File: src/rtl/intersection_phase_scheduler.sv
// intersection_phase_scheduler
// Four-phase traffic intersection scheduler. Sequences ALLRED -> GREEN -> YELLOW
// intervals, granting phases round-robin from level detector requests with
// minimum/maximum green timing. All timing advances on the external `tick` pulse.
//
// Optional feature macro: EMERGENCY_PREEMPT_EN
//   defined   : emg_req/emg_phase steer the sequence toward emg_phase
//   undefined : emg_req/emg_phase ignored, preempt_active tied low
//
// Ports:
//   clk            - clock, rising edge
//   reset_n        - asynchronous active-low reset
//   tick           - one-cycle timebase pulse
//   req[3:0]       - level vehicle requests, one per phase
//   emg_req        - emergency preemption request (level)
//   emg_phase[1:0] - phase to serve on preemption
//   green/yellow/red[3:0] - registered lamp outputs per phase
//   active_phase[1:0]     - phase currently (or last) granted
//   phase_start    - one-cycle pulse on GREEN entry
//   preempt_active - high while preemption steers the sequence
module intersection_phase_scheduler #(
   parameter int unsigned MIN_GREEN = 5,
   parameter int unsigned MAX_GREEN = 20,
   parameter int unsigned YELLOW_T  = 3,
   parameter int unsigned ALLRED_T  = 2,
   parameter int unsigned CW        = 5
) (
   input  logic       clk,
   input  logic       reset_n,
   input  logic       tick,
   input  logic [3:0] req,
   input  logic       emg_req,
   input  logic [1:0] emg_phase,
   output logic [3:0] green,
   output logic [3:0] yellow,
   output logic [3:0] red,
   output logic [1:0] active_phase,
   output logic       phase_start,
   output logic       preempt_active
);

   localparam logic [CW-1:0] MIN_LIM = CW'(MIN_GREEN - 1);
   localparam logic [CW-1:0] MAX_LIM = CW'(MAX_GREEN - 1);
   localparam logic [CW-1:0] YEL_LIM = CW'(YELLOW_T - 1);
   localparam logic [CW-1:0] AR_LIM  = CW'(ALLRED_T - 1);
   localparam logic [CW-1:0] TMR_ONE = CW'(1);

   typedef enum logic [1:0] {
      ST_ALLRED = 2'd0,
      ST_GREEN  = 2'd1,
      ST_YELLOW = 2'd2
   } state_t;

   state_t        state;
   logic [CW-1:0] tmr;
   logic [1:0]    last;

   logic       emg_on;
   logic [1:0] emg_ph;

`ifdef EMERGENCY_PREEMPT_EN
   assign emg_on = emg_req;
   assign emg_ph = emg_phase;
`else
   logic unused_emg;
   assign unused_emg = ^{emg_req, emg_phase};
   assign emg_on     = 1'b0;
   assign emg_ph     = 2'd0;
`endif

   // Round-robin search starting just after the last granted phase.
   logic [1:0] rr_sel;
   logic [1:0] cand;
   logic       found;
   always_comb begin
      rr_sel = 2'd0;
      cand   = 2'd0;
      found  = 1'b0;
      for (int i = 1; i <= 4; i++) begin
         cand = last + 2'(i);
         if (!found && req[cand]) begin
            rr_sel = cand;
            found  = 1'b1;
         end
      end
   end

   // Green-phase decision terms.
   logic       other;
   logic       gap_out;
   logic       max_out;
   logic       emg_force;
   logic       emg_hold;
   logic [1:0] grant_sel;
   logic [3:0] act_onehot;
   logic [3:0] grant_onehot;
   always_comb begin
      act_onehot   = 4'b0001 << active_phase;
      other        = |(req & ~act_onehot);
      gap_out      = (tmr >= MIN_LIM) && other && !req[active_phase];
      max_out      = (tmr >= MAX_LIM) && other;
      emg_force    = emg_on && (active_phase != emg_ph);
      emg_hold     = emg_on && (active_phase == emg_ph);
      grant_sel    = emg_on ? emg_ph : rr_sel;
      grant_onehot = 4'b0001 << grant_sel;
   end

   // Sequencer with registered lamp outputs.
   always_ff @(posedge clk or negedge reset_n) begin
      if (!reset_n) begin
         state          <= ST_ALLRED;
         tmr            <= '0;
         last           <= 2'd3;
         active_phase   <= 2'd0;
         green          <= 4'h0;
         yellow         <= 4'h0;
         red            <= 4'hF;
         phase_start    <= 1'b0;
         preempt_active <= 1'b0;
      end else begin
         phase_start    <= 1'b0;
         preempt_active <= emg_on;
         case (state)
            ST_ALLRED: begin
               if (tick) begin
                  if (tmr == AR_LIM) begin
                     state        <= ST_GREEN;
                     tmr          <= '0;
                     active_phase <= grant_sel;
                     last         <= grant_sel;
                     phase_start  <= 1'b1;
                     green        <= grant_onehot;
                     red          <= ~grant_onehot;
                  end else begin
                     tmr <= tmr + TMR_ONE;
                  end
               end
            end
            ST_GREEN: begin
               // Preemption toward another phase does not wait for a tick.
               if (emg_force || (tick && !emg_hold && (gap_out || max_out))) begin
                  state  <= ST_YELLOW;
                  tmr    <= '0;
                  green  <= 4'h0;
                  yellow <= act_onehot;
               end else if (tick && (tmr < MAX_LIM)) begin
                  tmr <= tmr + TMR_ONE;
               end
            end
            ST_YELLOW: begin
               if (tick) begin
                  if (tmr == YEL_LIM) begin
                     state  <= ST_ALLRED;
                     tmr    <= '0;
                     yellow <= 4'h0;
                     red    <= 4'hF;
                  end else begin
                     tmr <= tmr + TMR_ONE;
                  end
               end
            end
            default: begin
               state  <= ST_ALLRED;
               tmr    <= '0;
               green  <= 4'h0;
               yellow <= 4'h0;
               red    <= 4'hF;
            end
         endcase
      end
   end

endmodule

File: config.mk
export PLATFORM = sky130hd
export DESIGN_NAME = intersection_phase_scheduler
export DESIGN_NICKNAME = d
export VERILOG_FILES = /design/src/rtl/intersection_phase_scheduler.sv
export SDC_FILE = /design/constraint.sdc
export NUM_CORES = 1
export LEC_CHECK = 0
export CORE_AREA = 2 2 61 63
export CTS_BUF_LIST = sky130_fd_sc_hd__clkbuf_16
export DETAILED_ROUTE_END_ITERATION = 16
export DIE_AREA = 0 0 63 65
export HOLD_SLACK_MARGIN = 0.03
export PLACE_DENSITY = 0.77
export SETUP_SLACK_MARGIN = 0.02
export SYNTH_ARGS = -nofsm -noshare
export SYNTH_HDL_FRONTEND = slang
export SYNTH_SLANG_ARGS = --single-unit
File: constraint.sdc
create_clock -name clk -period 2.4 [get_ports clk]
set_input_delay 0.36 -clock clk [delete_from_list [all_inputs] [get_ports clk]]
set_output_delay 0.36 -clock clk [all_outputs]
set_load 0.02 [all_outputs]
==> summary.txt <==
Clock network
  • Reg clk slew, reported paths: 0.06 ns
  • CTS root buffer: clkbuf_16
  • Htree depth: 1
  • Clock Latency Late Sink: 0.26 ns
  • Post-CTS Setup Bufs: 0
  • CTS tree: done
  • Post-CTS Hold Buffers: 0
  • CTS max path bufs: 2
  • CTS Buf Count: 3
  • Post-cts resize count: 0
  • Clk sink count: 24

Final layout
  • NumNets Final: 193
  • Number of diodes: 0
  • Layout cells sized above 1: 21.3%
  • Synth-to-Final Area Change: 28.1%
  • Fin util: 55.3%

Synth
  • Synthesized instance count: 147
  • EDFF count, synth: 0
  • Synth Area in Simple Gates: 15.9%
  • Largest family of logic cells by synthesized area: compound AO/OA/AOI/OAI gates
  • Ys Warns: 0
  • Mapped Area: 1510 sq um
  • #FFs+latches synth: 24
  • Xor-xnor portion of the synthesized cell area: 0%
  • Sequential area share after synthesis: 40.3%
  • Post-synth top flop: dfrtp_1
  • Post-synthesis cell type count: 49
  • Syn_area_per_cell: slightly above 10 sq um
  • Syn Nets: roughly 160
  • Synth Area in Adders: 3.32%
  • Ys async rst share: 100%
  • Post-synthesis compound-gate area fraction: between 20% and 30%
  • Post-synthesis mux area share: 12.5%

STA
  • Period minus WS final: 2.25 ns
  • Fmax: 0.445 GHz
  • Final setup fails: 0
  • Unrepaired setup endpoints after global routing: false
  • Clock skew: 0.00534 ns
  • Final Hold Fails: 0
  • Post-route setup TNS: 0 ns
  • Max Transition Viols Final: 0
  • Final Cycle Share: between 90% and 100%
  • Hold WS: 0.462 ns

Place
  • Final RePlAce weighted congestion: between 0.7 and 0.8
  • DPL Wire Length: 2560 um
  • PortBufs: 21

Drt
  • WL per Instance: 15.4 um
  • DR DRC count: 0
  • Vias/cell: 5.47
  • 1st-iter DRT viols: between 50 and 60
  • Router iterations before antenna repair: 4
  • Routed Antenna Nets: 0
  • Drt total wl: 3490 um
  • Vias: 1236

Global routing
  • GRT Overall Usage: 19.0%
  • First-pass GRT wire length: 6170 um
  • Vias in the first global route: 1291
  • GR Overflow Total: 0
  • Pin count of the biggest net entering global routing: 25
  • Initial antenna violation count: 0

Critical path
  • Critical path class: reg2reg
  • Reg2reg start: tmr[0]
  • Worst setup path start: tmr[0]
  • CP Launch Type: flip-flop
  • CP Capture Type: flip-flop
  • Worst-path maximum fanout: 6
  • Arr. time, crit path: 2.42 ns
  • WP data required: 2.57 ns

Run status
  • Outcome: finished clean

Floorplan
  • Total core area: between 3000 and 4000 sq um
  • Die Width: approximately 63 um
  • # IOs: 26
  • Die H: roughly 65 um
  • DIE AREA: between 4000 and 5000 sq um
  • Initial Utilization: 43.1%
  • Row count: 22

Power
  • PwrDens: 1240 nW/um^2
  • LEAKAGE: 0.828 nW
  • Worst VDD drop: 655 uV

Worst hold path
  • Hold WC Path Type: in2async

Flow run
  • Max Cap Violations: 0
==> state kept, by name, indices dropped and copies added (netlist names) <==
register / flops
active_phase: 2
green: 4
last: 2
phase_start: 1
red: 4
state: 2
tmr: 5
yellow: 4
==> metrics by stage <==
stage          setup slack [ns]  total power [mW]  cells  area (sq um)
5_1_grt                  0.0326              2.55    226          1930
4_1_cts                   0.176              2.40    226          1930
3_3_place_gp             0.0838              1.85    222          1830
3_5_place_dp             0.0575              1.91    222          1830
6_report                  0.150              2.40    226          1930
2_1_floorplan             0.340              1.52    147          1510
==> worst paths after layout <==
path	end	slack, ns	cells past startpoint
min in group clk	last[0]	0.48	2
max in group asynchronous	red[1]	1.65	2
hold reg to reg	last[0]	0.48	2
hold / removal	tmr[2]	0.46	2
setup reg to reg	tmr[2]	0.15	6
setup / recovery	tmr[2]	0.15	6
==> critical path: stages (launching register included) <==
cell and delay [ns]:
dfrtp_1 0.39, ha_1 0.27, a2111oi_2 0.48, o21ai_4 0.13
a31oi_1 0.37, mux2_1 0.37, a31oi_1 0.15
==> layer usage <==
| layer | vias to the layer above | wire length [um] | track usage, % |
|---|---|---|---|
| met5 | - | 0 | 0 |
| met4 | 0 | 54 | 7.22 |
| met3 | 6 | 173 | 2.60 |
| met1 | 598 | 1480 | 25.4 |
| li1 | 591 | - | - |
| met2 | 41 | 1790 | 31.5 |
==> area by class of cell <==
cell class / count / area [sq um]
Inverter: 14 / 52.6
Multi-Input combinational cell: 104 / 813
Clock inverter: 1 / 30.0
Clock buffer: 3 / 75.1
Sequential cell: 24 / 608
Timing Repair Buffer: 32 / 293
Tap cell: 48 / 60.1
Fill cell: 322 / 1560
==> kinds of logic after synthesis <==
group                      Yosys count
buffers and inverters               19
other                                1
AOI/OAI and AO/OA                   39
DFF                                 24
muxes                               15
adders and majority gates            4
and+or+nand+nor                     45
==> power breakdown <==
| part | internal [mW] | switching (mW) |
|---|---|---|
| Combinational | 0.531 | 0.618 |
| Clock | 0.332 | 0.147 |
| Sequential | 0.586 | 0.182 |
==> cell usage in the layout, fill, tap and decap left out, drive strengths merged, types with 7 or more instances in the layout <==
master          n
a21oi           7
clkdlybuf4s50  21
dfrtp          18
nor2           10
mux2            9
buf            11
o21ai           8
inv            14
nand2           9
==> cells in the mapped netlist, types with 3 or more instances <==
cell type / count / area, sq um
mux2i_1: 5 / 50.1
nand3_1: 6 / 30.0
nand2b_1: 4 / 25.0
a21oi_1: 7 / 35.0
a31oi_1: 4 / 25.0
nand2_1: 9 / 33.8
mux2_1: 4 / 45.0
dfstp_2: 6 / 158
ha_1: 4 / 50.1
nor3_1: 5 / 25.0
a21o_1: 3 / 22.5
nor2_1: 10 / 37.5
mux2_4: 4 / 60.1
inv_1: 14 / 52.6
o21ai_1: 5 / 25.0
dfrtp_1: 18 / 450
No activity file was read; power rests on OpenSTA's default activity.
